**src/rtl/io_master.sv**
```systemverilog
// io_master: single-outstanding command engine for a small I/O register space.
// Accepts read / write / bit-set / bit-clear commands, drives the I/O memory
// port, and returns one response per command.
// Optional feature macro: IO_MASTER_RMW_EN enables the bit-set / bit-clear
// read-modify-write ops; without it those ops are rejected as errors.
//
// state | meaning
// IDLE  | waiting for a command, cmd_ready high
// READ  | sampling io_data_in at the latched address
// WRITE | one-cycle io_write_enable strobe with io_data_out
// RESP  | response held until rsp_ready
module io_master #(
    parameter logic [7:0] IO_MAX = 8'h08
) (
    input  logic       clock,
    input  logic       reset_s2,
    input  logic       cmd_valid,
    output logic       cmd_ready,
    input  logic [1:0] cmd_op,
    input  logic [7:0] cmd_address,
    input  logic [7:0] cmd_data,
    output logic       rsp_valid,
    input  logic       rsp_ready,
    output logic [7:0] rsp_data,
    output logic       rsp_error,
    output logic [7:0] io_address,
    output logic [7:0] io_data_out,
    output logic       io_write_enable,
    input  logic [7:0] io_data_in,
    output logic       busy
);

    typedef enum logic [1:0] {
        IDLE  = 2'd0,
        READ  = 2'd1,
        WRITE = 2'd2,
        RESP  = 2'd3
    } state_t;

    state_t     state_q, state_d;
    logic [7:0] addr_q, addr_d;
    logic [7:0] data_out_q, data_out_d;
    logic [7:0] rsp_data_q, rsp_data_d;
    logic       rsp_error_q, rsp_error_d;
    logic       op_enabled;
    logic       cmd_ok;
`ifdef IO_MASTER_RMW_EN
    logic [1:0] op_q, op_d;
`endif

    // Command legality: address in range (0xFF never writable) and op supported
    always_comb begin
`ifdef IO_MASTER_RMW_EN
        op_enabled = 1'b1;
`else
        op_enabled = (cmd_op == 2'b00) || (cmd_op == 2'b01);
`endif
        cmd_ok = (cmd_address <= IO_MAX) && (cmd_address != 8'hFF) && op_enabled;
    end

    // Next-state and datapath updates
    always_comb begin
        state_d     = state_q;
        addr_d      = addr_q;
        data_out_d  = data_out_q;
        rsp_data_d  = rsp_data_q;
        rsp_error_d = rsp_error_q;
`ifdef IO_MASTER_RMW_EN
        op_d        = op_q;
`endif
        case (state_q)
            IDLE: begin
                if (cmd_valid) begin
                    addr_d = cmd_address;
`ifdef IO_MASTER_RMW_EN
                    op_d   = cmd_op;
`endif
                    if (!cmd_ok) begin
                        rsp_error_d = 1'b1;
                        rsp_data_d  = 8'h00;
                        state_d     = RESP;
                    end else begin
                        rsp_error_d = 1'b0;
                        if (cmd_op == 2'b01) begin
                            data_out_d = cmd_data;
                            state_d    = WRITE;
                        end else begin
`ifdef IO_MASTER_RMW_EN
                            // the mask waits in data_out_q until the READ cycle
                            if (cmd_op[1]) begin
                                data_out_d = cmd_data;
                            end
`endif
                            state_d = READ;
                        end
                    end
                end
            end
            READ: begin
                rsp_data_d = io_data_in;
                state_d    = RESP;
`ifdef IO_MASTER_RMW_EN
                if (op_q[1]) begin
                    data_out_d = op_q[0] ? (io_data_in & ~data_out_q)
                                         : (io_data_in | data_out_q);
                    state_d    = WRITE;
                end
`endif
            end
            WRITE: begin
                rsp_data_d = data_out_q;
                state_d    = RESP;
            end
            RESP: begin
                if (rsp_ready) begin
                    state_d = IDLE;
                end
            end
            default: state_d = IDLE;
        endcase
    end

    // State and datapath registers, async reset discards any command in flight
    always_ff @(posedge clock or posedge reset_s2) begin
        if (reset_s2) begin
            state_q     <= IDLE;
            addr_q      <= 8'h00;
            data_out_q  <= 8'h00;
            rsp_data_q  <= 8'h00;
            rsp_error_q <= 1'b0;
`ifdef IO_MASTER_RMW_EN
            op_q        <= 2'b00;
`endif
        end else begin
            state_q     <= state_d;
            addr_q      <= addr_d;
            data_out_q  <= data_out_d;
            rsp_data_q  <= rsp_data_d;
            rsp_error_q <= rsp_error_d;
`ifdef IO_MASTER_RMW_EN
            op_q        <= op_d;
`endif
        end
    end

    // Outputs decoded from state and registers
    always_comb begin
        cmd_ready       = (state_q == IDLE) && !reset_s2;
        rsp_valid       = (state_q == RESP);
        busy            = (state_q != IDLE);
        io_write_enable = (state_q == WRITE);
        io_address      = addr_q;
        io_data_out     = data_out_q;
        rsp_data        = rsp_data_q;
        rsp_error       = rsp_error_q;
    end

endmodule

```
**config.mk**
```make
export PLATFORM = sky130hd
export DESIGN_NAME = io_master
export DESIGN_NICKNAME = d
export VERILOG_FILES = /design/src/rtl/io_master.sv
export SDC_FILE = /design/constraint.sdc
export NUM_CORES = 1
export LEC_CHECK = 0
export BUFFER_PORTS_ARGS = -buffer_cell sky130_fd_sc_hd__buf_2
export CELL_PAD_IN_SITES_DETAIL_PLACEMENT = 0
export CELL_PAD_IN_SITES_GLOBAL_PLACEMENT = 2
export CORE_ASPECT_RATIO = 0.5
export CORE_MARGIN = 5
export CORE_UTILIZATION = 31
export DETAILED_ROUTE_END_ITERATION = 8
export PLACE_DENSITY_LB_ADDON = 0.25
export SYNTH_ARGS = -nofsm -noshare
export SYNTH_HDL_FRONTEND = slang
export SYNTH_SLANG_ARGS = --single-unit
```
**constraint.sdc**
```tcl
create_clock -name clock -period 4.5 [get_ports clock]
set_input_delay 0.9 -clock clock [delete_from_list [all_inputs] [get_ports clock]]
set_output_delay 0.9 -clock clock [all_outputs]
set_load 0.01 [all_outputs]
```
==> metrics.log <==
[metrics] run status: completed
[metrics] count of buffers from port buffering: 58
[metrics] yosys synthesis warning count: 0
[metrics] kind of critical path: in -> reg
[metrics] number of global-route vias before repair: 1,088
[metrics] number of inserted diodes: 0
[metrics] startpoint of the lowest-slack register-to-register path: state_q[0]
[metrics] Seq cells post-synth: 27
[metrics] Mean Syn Cell Area: 12.8 um2
[metrics] core area: 0.00400 mm2
[metrics] First DRT Iteration DRCs: 28
[metrics] slowest library cell on the worst path: nor4_4
[metrics] reg-to-reg critical path endpoint: io_data_out[7]
[metrics] vias per inst: 4.67
[metrics] worst min-delay path class: reg -> reg
[metrics] r2r setup slk: 2.21 ns
[metrics] overall die area: 0.00574 mm2
[metrics] Lkg Pwr: 0.882 nW
[metrics] total count of max-transition violations in the final report: 0
[metrics] number of different library cells in the post-synthesis netlist: 23
[metrics] smallest hold slack: 0.501 ns
[metrics] source-to-sink clock delay at the later pin of the worst-skew pair: 0.27 ns
[metrics] number of nets in the synthesized netlist: 137
[metrics] deepest clock path buffer count: 2
[metrics] post-route ant nets: 0
[metrics] starting density of the core: 0.329
[metrics] Routed WL per cell: 14.3 um
[metrics] gr ovfl total: 0
[metrics] number of cells on the worst reg-to-reg path: 5
[metrics] data required time of the critical path: 4.66 ns
[metrics] power density over the cells: slightly below 600 mW/mm2
[metrics] highest cell delay on the worst timing path: ~0.61 ns
[metrics] number of antenna violations at the first check in global routing: 0
[metrics] crit start category: input port
[metrics] library cell with the highest instance count after synthesis: dfrtp_1
[metrics] Total GRT Usage: 0.113
[metrics] cell types occupying the most area after synthesis: dfrtp_1 (51%), mux2_2 (17%), nor2b_1 (4.7%), a22oi_1 (4.6%), mux2_4 (4.6%)
[metrics] headroom to the max-slew limit: 0.306
[metrics] unrepaired setup endpoints after global routing: no
[metrics] GPL Wtd Cong: 0.699
[metrics] area growth from synthesis to final layout: 28.5%
[metrics] Setup Viol. Count Final: 0
[metrics] register area: 676 um2
[metrics] Pwr Total: around 0.98 mW
[metrics] Fin Setup TNS: 0 ns
[metrics] # H-tree levels: 1
[metrics] Fin Clk Skew: approximately 0.0044 ns
[metrics] routed via count: 999
[metrics] async set-reset flop share out of synthesis: 1.00
[metrics] synthesized area: 0.00132 mm2
[metrics] final setup slack of the worst path: 2.17 ns
[metrics] area of the multi-input gates: 597 um2
[metrics] CTS tree: done
[metrics] maximum fanout along the worst path: 8
[metrics] maximum number of pins on one net before global-route repair: 28
[metrics] max_cap viols: 0
[metrics] layout cell share with drive strength beyond 1: 0.544
[metrics] chip height: 56.1 um
[metrics] min Tclk post-route: 2.33 ns
[metrics] number of placement rows: 16
[metrics] root cell of the clock tree: clkbuf_8
[metrics] Total Nets Final: just under 200
[metrics] Worst Hold Launch: rsp_error
[metrics] DRC violation count after routing: 0
[metrics] CTS resizes: 0
[metrics] count of fill cells added during filler insertion: 412
[metrics] die extent in x: 102 um
[metrics] FMAX: 429 MHz
[metrics] maximum vdd drop: approximately 0.00022 V
[metrics] I/O pins: between 50 and 60
[metrics] TritonCTS buffer count: 3
[metrics] DRT Pass-1 Iters: 4
[metrics] overall routed net length: 3.06 mm
[metrics] Post-synth top cells: dfrtp_1 (27), mux2_2 (20), nor2b_1 (10)
[metrics] endpoints failing hold: 0
[metrics] Hold EP: rsp_error
[metrics] type of destination of the critical path: register
[metrics] Data arrival, critical path: 2.50 ns
[metrics] Primary FF master, synth: dfrtp_1
[metrics] Mapped Cells: 103
[metrics] ratio of final minimum period to clock period: 0.518
[metrics] number of sinks on the clock net: 27
[metrics] clock slew seen by the registers of the worst setup and hold paths: 0.09 ns
[metrics] actual transition at the worst max-transition pin: 1.04 ns
[metrics] buffers and inverters on the worst path: 1
[metrics] cell-by-cell listing of the critical path: buf_2 > or3_1 > nor4_4 > mux2_2
[metrics] post-synth top area cell: dfrtp_1
[metrics] pre-CTS WS: 1.87 ns
[metrics] CP top delay family: simple AND/OR/NAND/NOR gates
[metrics] Setup Buffers After CTS: 0
[metrics] register area share after synthesis: 0.512
[metrics] detailed placer's ending HPWL: approximately 2.4 mm
[metrics] hold path depth: 2
[metrics] first-pass GRT wire length: 5.20 mm
[metrics] cts hold-fix bufs: 0
[metrics] top-area cell type share of the netlist area: 0.512
[metrics] EDFF count, synth: 0
-- state kept, by name, summed over array words and instances, names as in the netlist --
register / cells
io_data_out: 8
rsp_error: 1
state_q: 2
io_address: 8
rsp_data: 8
-- cell type report --
class	count	area share
multi-input combinational	66	0.352
tap	54	0.0399
clock buffer	4	0.0266
timing repair buffer	58	0.171
sequential	27	0.399
inverter	5	0.0111
-- report_power, final --
group | total [mW] | internal [mW] | switching [mW]
logic | 0.468 | 0.234 | 0.234
registers | 0.373 | 0.327 | 0.0457
clock network | 0.136 | 0.0634 | 0.0726
-- metal layers --
layer,global-route usage,vias to the layer above,wire length (um)
met5,0,-,0
met4,0.0224,0,27
met3,0.0388,2,220
met2,0.187,27,1460
met1,0.144,493,1350
li1,-,477,-
-- cells in the final DEF, fill, tap and decap left out --
cell type / netlist / routed
o21ai_0: 5 / 5
or2b_1: 1 / 1
mux2_2: 20 / 20
nor4b_1: 1 / 1
nor4_4: 1 / 1
buf_2: 1 / 58
clkbuf_1: 3 / 1
a21o_1: 1 / 1
nor2_1: 1 / 1
or3_1: 1 / 1
o311a_1: 1 / 1
nor2b_1: 10 / 10
clkbuf_8: 0 / 3
inv_1: 5 / 5
or3b_1: 1 / 1
nor4_1: 2 / 2
a22oi_1: 8 / 8
mux2_4: 4 / 4
nand2b_1: 1 / 1
dfrtp_1: 27 / 27
ha_1: 4 / 4
nand2_1: 3 / 3
o31a_2: 1 / 1
-- metrics by stage --
| stage | instance area [um2] | utilization | cells |
|---|---|---|---|
| after floorplan | 1320 | - | 103 |
| after global placement | 1650 | 0.412 | 210 |
| after detailed placement | 1650 | 0.412 | 210 |
| after CTS | 1690 | 0.423 | 214 |
| after global routing | 1690 | 0.423 | 214 |
| final | 1690 | 0.423 | 214 |
-- cell families (layout without fill, tap and decap cells) --
logic type	after synthesis	in the layout	synth area share
buf+inv	10	67	0.0351
flops	27	27	0.512
fa+ha+maj	4	4	0.0380
simple gates	22	22	0.113
compound gates	16	16	0.0854
mux	24	24	0.216
-- how the worst max path moves through the flow --
stage	depth (start not counted)	slack, ns	to	startpoint
floorplan	4	2.15	io_data_out[0]	cmd_address[6]
global placement	4	1.92	io_data_out[4]	cmd_address[6]
detailed placement	4	1.87	io_data_out[7]	cmd_address[6]
CTS	4	2.17	io_data_out[7]	cmd_address[6]
global route	5	2.06	io_data_out[7]	state_q[0]
finish	4	2.17	io_data_out[7]	cmd_address[6]
-- worst reg2reg max path: stages, from the launching register on --
cell and delay (ns):
dfrtp_1 0.42, inv_1 0.09, ha_1 0.26, or3b_1 0.46, nor4_4 0.56, mux2_2 0.41
(Power assumes the default switching activity.)
